File: config.mk
export PLATFORM = sky130hd
export DESIGN_NAME = ps2_host_tx
export DESIGN_NICKNAME = d
export VERILOG_FILES = /design/src/rtl/ps2_pkg.sv /design/src/rtl/ps2_line_sync.sv /design/src/rtl/ps2_host_tx.sv
export SDC_FILE = /design/constraint.sdc
export NUM_CORES = 1
export LEC_CHECK = 0
export ABC_CLOCK_PERIOD_IN_PS = 2600
export BUFFER_PORTS_ARGS = -buffer_cell sky130_fd_sc_hd__buf_2
export CAP_MARGIN = 15
export CORE_UTILIZATION = 50
export DETAILED_ROUTE_END_ITERATION = 10
export HOLD_SLACK_MARGIN = 0.02
export PLACE_DENSITY = 0.69
export SLEW_MARGIN = 20
export SYNTH_ARGS = -nofsm -noshare
export SYNTH_HDL_FRONTEND = slang
export SYNTH_SLANG_ARGS = --single-unit
export TNS_END_PERCENT = 100
File: constraint.sdc
create_clock -name clk -period 2.6 [get_ports clk]
set_input_delay 0.13 -clock clk [delete_from_list [all_inputs] [get_ports clk]]
set_output_delay 0.13 -clock clk [all_outputs]
set_load 0.03 [all_outputs]
File: src/rtl/ps2_pkg.sv
// Shared PS/2 definitions: FSM encoding, frame geometry and the microsecond-to-cycle helper.
package ps2_pkg;

  localparam logic [2:0] ST_IDLE     = 3'd0;
  localparam logic [2:0] ST_INHIBIT  = 3'd1;
  localparam logic [2:0] ST_REQ      = 3'd2;
  localparam logic [2:0] ST_BITS     = 3'd3;
  localparam logic [2:0] ST_ACK      = 3'd4;
  localparam logic [2:0] ST_WAITIDLE = 3'd5;
  localparam logic [2:0] ST_DONE     = 3'd6;
  localparam logic [2:0] ST_ERROR    = 3'd7;

  // Data bits, parity and stop; the device ACK arrives on the clock after.
  localparam int FRAME_BITS = 10;
  localparam int ACK_FALL   = 11;

  // 64-bit intermediate so long timeouts at high clock rates do not overflow.
  function automatic int us2cyc(input longint us, input longint hz);
    longint cyc;
    cyc = (us * hz) / 64'sd1000000;
    return int'(cyc);
  endfunction

endpackage

File: src/rtl/ps2_line_sync.sv
// Two-flop synchroniser for the PS/2 clock and data lines plus a falling-edge pulse on clock.
module ps2_line_sync (
  input  logic clk,
  input  logic reset,
  input  logic ps2_clk_in,
  input  logic ps2_data_in,
  output logic clk_sync,
  output logic data_sync,
  output logic clk_fall
);

  logic [1:0] clk_ff;
  logic [1:0] data_ff;
  logic       clk_prev;

  // Reset to the idle-high bus level so leaving reset never fakes an edge.
  always_ff @(posedge clk or posedge reset) begin
    if (reset) begin
      clk_ff   <= 2'b11;
      data_ff  <= 2'b11;
      clk_prev <= 1'b1;
    end else begin
      clk_ff   <= {clk_ff[0], ps2_clk_in};
      data_ff  <= {data_ff[0], ps2_data_in};
      clk_prev <= clk_ff[1];
    end
  end

  assign clk_sync  = clk_ff[1];
  assign data_sync = data_ff[1];
  assign clk_fall  = clk_prev & ~clk_ff[1];

endmodule

File: src/rtl/ps2_host_tx.sv
// PS/2 host-to-device command transmitter: inhibit, request-to-send, ten data-side bits,
// device ACK check and bus-idle wait, with an overall timeout guarding the device phase.
module ps2_host_tx
  import ps2_pkg::*;
#(
  parameter int CLK_HZ     = 4000000,
  parameter int INHIBIT_US = 100,
  parameter int TIMEOUT_US = 15000
) (
  input  logic       clk,
  input  logic       reset,
  input  logic [7:0] tx_data,
  input  logic       tx_start,
  output logic       tx_busy,
  output logic       tx_done,
  output logic       tx_error,
  input  logic       ps2_clk_in,
  input  logic       ps2_data_in,
  output logic       ps2_clk_oe,
  output logic       ps2_data_oe,
  output logic [2:0] state_dbg
);

  localparam int INHIBIT_CYC = us2cyc(longint'(INHIBIT_US), longint'(CLK_HZ));
  localparam int TIMEOUT_CYC = us2cyc(longint'(TIMEOUT_US), longint'(CLK_HZ));
  localparam int TW          = $clog2(TIMEOUT_CYC + 1);

  localparam logic [TW-1:0] INHIBIT_LAST = TW'(INHIBIT_CYC - 1);
  localparam logic [TW-1:0] TIMEOUT_LAST = TW'(TIMEOUT_CYC - 1);
  localparam logic [TW-1:0] TIMER_MAX    = {TW{1'b1}};

  logic [2:0]            state;
  logic [FRAME_BITS-1:0] shift;
  logic [3:0]            bitcnt;
  logic [TW-1:0]         timer;
  logic [TW-1:0]         timer_inc;
  logic                  timeout_hit;
  logic                  clk_s;
  logic                  data_s;
  logic                  clk_fall;

  ps2_line_sync u_sync (
    .clk         (clk),
    .reset       (reset),
    .ps2_clk_in  (ps2_clk_in),
    .ps2_data_in (ps2_data_in),
    .clk_sync    (clk_s),
    .data_sync   (data_s),
    .clk_fall    (clk_fall)
  );

  assign timer_inc   = (timer == TIMER_MAX) ? timer : timer + 1'b1;
  assign timeout_hit = (timer == TIMEOUT_LAST);

  // Request handshake: tx_start is a one-cycle strobe honoured only while tx_busy is low
  // (IDLE); strobes at any other time are dropped, never queued.
  always_ff @(posedge clk or posedge reset) begin
    if (reset) begin
      state       <= ST_IDLE;
      shift       <= '0;
      bitcnt      <= '0;
      timer       <= '0;
      ps2_clk_oe  <= 1'b0;
      ps2_data_oe <= 1'b0;
    end else begin
      case (state)
        ST_IDLE: begin
          if (tx_start) begin
            shift      <= {1'b1, ~^tx_data, tx_data};
            ps2_clk_oe <= 1'b1;
            timer      <= '0;
            state      <= ST_INHIBIT;
          end
        end
        ST_INHIBIT: begin
          if (timer == INHIBIT_LAST) begin
            ps2_data_oe <= 1'b1;
            timer       <= '0;
            state       <= ST_REQ;
          end else begin
            timer <= timer_inc;
          end
        end
        ST_REQ: begin
          ps2_clk_oe <= 1'b0;
          timer      <= '0;
          bitcnt     <= '0;
          state      <= ST_BITS;
        end
        ST_BITS, ST_ACK, ST_WAITIDLE: begin
          // Timeout is checked first so it beats a clock fall in the same cycle.
          if (timeout_hit) begin
            ps2_clk_oe  <= 1'b0;
            ps2_data_oe <= 1'b0;
            state       <= ST_ERROR;
          end else begin
            timer <= timer_inc;
            if (state == ST_BITS && clk_fall) begin
              ps2_data_oe <= ~shift[0];
              shift       <= shift >> 1;
              bitcnt      <= bitcnt + 4'd1;
              if (bitcnt == 4'(FRAME_BITS - 1)) state <= ST_ACK;
            end else if (state == ST_ACK && clk_fall) begin
              bitcnt <= 4'(ACK_FALL);
              state  <= data_s ? ST_ERROR : ST_WAITIDLE;
            end else if (state == ST_WAITIDLE && clk_s && data_s) begin
              state <= ST_DONE;
            end
          end
        end
        ST_DONE:  state <= ST_IDLE;
        ST_ERROR: begin
          ps2_clk_oe  <= 1'b0;
          ps2_data_oe <= 1'b0;
          state       <= ST_IDLE;
        end
        default:  state <= ST_IDLE;
      endcase
    end
  end

  assign tx_busy   = (state != ST_IDLE);
  assign tx_done   = (state == ST_DONE);
  assign tx_error  = (state == ST_ERROR);
  assign state_dbg = state;

endmodule

==> reports/metrics.yaml <==
status: "finished clean"
seqPwrFrac: 0.354
reg2reg_depth: 6
htreeDepth: 2
dieHeight_um: 70.2
p_int_mw: 1.49
hold_path_class: "input pin to asynchronous set/reset pin"
synth_seq_area_share: 0.433
worstSetupStartpoint: "timer[10]"
dpl.hpwl_mm: 3.63
async_flop_share: 1.00
clk_path_buf_depth: 2
drt_iter0_drc: 226
cp_max_fo: 11
r2r_start: "timer[10]"
synth_top_cell_by_area: "dfrtp_1"
final_hold_viol_count: 0
diodes: 0
antenna_found_initial: 0
rsz0062_at_grt: "false"
setup_viol: 0
ir_drop_v: 0.000449
grt_max_degree: 26
clockPowerShare: 0.153
regToRegEndpoint: "state_dbg[0]"
yosysWarnings: 0
syn2layout_area_growth_pct: 13.3
synth_top_area_frac: 0.376
pin_count: 21
cts_hold_buf: 2
power.switching_mw: 1.16
grt-ovfl-total: 0
power_switching_share: 0.436
tightest_slew_ns: 0.898
fmax_ghz: 0.404
cp_data_required_time_ns: 2.81
post_cts_buffers: 0
cts_tree: "done"
die-area_um2: 4930
leakage_nw: 1.13
wirelength_mm: 5.02
slowest_stage: "or4_4"
yosysUniqueCellTypes: 52
synth_area_um2: 2330
synth.most_common_cell: "dfrtp_1"
fin_ws_ns: 0.126
post_drt_via_cell_ratio: 5.78
wire_per_inst_um: 14.7
startpoint_type: "flip-flop"
yosys_most_used_dff: "dfrtp_1"
crit_chain: "or3_1, or4_4, or2_1, a22o_1, and4_1, a211oi_2"
period_needed_ns: 2.47
max_cap_violations: 0
synth_edf_count: 0
ant_nets: 0
drtPass1Iterations: 4
r2r_setup_slack_ns: 0.13
synth_nets: 274
core_area_um2: 4410
ys_seq_elements: 40
rows: 24
die_w_um: 70.2
grtUsageTotal: 0.222
power_density_nw_per_um2: 1010
synth.top_cells.by_count: "dfrtp_1 (35), nand2_1 (27), nor2_1 (21)"
cts_buffers: 5
pre_cts_slack_ns: 0.159
cts_resized: 0
num_vias: 1976
crit_path_max_incr_delay_ns: 0.56
fill_cells: 397
finalMaxSlewViolations: 0
grt_pass1_wl_mm: 8.69
synth_area_leaders: "dfrtp_1 (38%), dfstp_2 (5.6%), nand2_1 (4.4%), xnor2_1 (4.1%), o21ai_0 (3.9%)"
synthCells: 258
cts_sinks: 40
finalPower_mw: 2.65
crit_path_end_kind: "flip-flop"
drive_above_1_share: 0.169
drc: 0
critPathKind: "flip-flop to flip-flop"
fin_util: 0.597
fin_nets: 305
ctsRootBufferMaster: "clkbuf_8"
pwr-share-comb: 0.493
syn_area_per_cell_um2: 9.02
fin_tns_setup_ns: 0
fin_skew_ns: 0.00804
insertion_delay_ns: 0.29
gp_congestion: 0.875
grt_pass1_vias: 1803
crit_arrival_ns: 2.69
maxSlewHeadroom: 0.401
start_util: 0.527
fin_crit_sh: 0.952
io_buffer_count: 20
cts.clk_slew.worst_paths_ns: 0.08
==> stage by stage <==
stage	hold slack, ns	cells	instance area, µm²
after floorplan	0.134	258	2330
after global placement	0.237	332	2530
after detailed placement	0.237	332	2530
after CTS	0.0408	342	2640
after global routing	0.0867	342	2640
final	0.0180	342	2640
==> logic make-up after synthesis <==
family          count (synthesis)  share of synthesized area
mux                             8                     0.0344
buf+inv                        19                     0.0366
simple gates                  107                      0.234
xor+xnor                       18                     0.0677
fa+ha+maj                       3                     0.0161
compound gates                 63                      0.179
flops                          40                      0.433
==> area by class of cell <==
class	instances	area (µm²)	area share
multi-input cells	199	1230	0.468
clock buffers	7	76.3	0.0290
inverters	8	30.0	0.0114
clock inverters	1	5.00	0.00190
flip-flops and latches	40	1010	0.382
repair buffers	35	218	0.0826
well taps	52	65.1	0.0247
==> critical path: cells and delay by family (launching register included) <==
kind            cells  cell delay (ns)
compound gates      2             0.42
simple gates        4             1.56
flops               1             0.42
==> cells in the final DEF (no fill, tap or decap), types with 2 or more instances in the layout <==
master	instances
o21ai_0	18
o22ai_1	2
nor2_1	21
inv_1	7
and3_1	2
dfrtp_1	35
dfstp_2	5
o2bb2ai_1	2
a31oi_1	2
dlygate4sd3_1	2
xnor2_1	11
clkbuf_1	2
mux2i_1	8
nor2b_1	4
ha_1	3
nand2_1	27
buf_4	13
a22o_1	2
o41ai_1	2
nand3_1	12
or3_1	3
a21oi_1	17
nand4_1	5
o31a_1	2
xor2_1	7
and4_1	2
nor3_1	9
a311oi_1	2
nand2b_1	4
nand3b_1	4
nor4_1	9
buf_2	20
clkbuf_8	5
==> worst max-delay path by stage <==
stage,slack [ns],cells past startpoint,to
3_3_place_gp,0.22,6,state_dbg[0]
3_5_place_dp,0.16,6,state_dbg[0]
6_report,0.13,6,state_dbg[0]
4_1_cts,0.14,6,state_dbg[0]
5_1_grt,0.03,6,state_dbg[0]
2_1_floorplan,0.27,7,state_dbg[0]
==> sequential cells by signal (all words and copies together), names as in the netlist <==
register / count
timer: 16
u_sync.data_ff: 2
u_sync.clk_prev: 1
bitcnt: 4
u_sync.clk_ff: 2
shift: 10
ps2_data_oe: 1
ps2_clk_oe: 1
state_dbg: 3
==> power groups by stage <==
stage,Clock [mW],Combinational [mW],Sequential (mW)
2_1_floorplan,0,0.934,0.967
6_report,0.405,1.31,0.940
4_1_cts,0.419,1.30,0.938
3_3_place_gp,0,1.29,0.943
5_1_grt,0.438,1.46,0.964
3_5_place_dp,0,1.30,0.948
==> routing by layer <==
| metal | track usage | vias to the layer above | routed length [µm] |
|---|---|---|---|
| met5 | 0 | - | 0 |
| met4 | 0.0822 | 0 | 68 |
| met3 | 0.0433 | 5 | 203 |
| met2 | 0.331 | 43 | 2190 |
| met1 | 0.319 | 932 | 2560 |
| li1 | - | 996 | - |
Note: power is estimated with default switching activity, not from simulation.
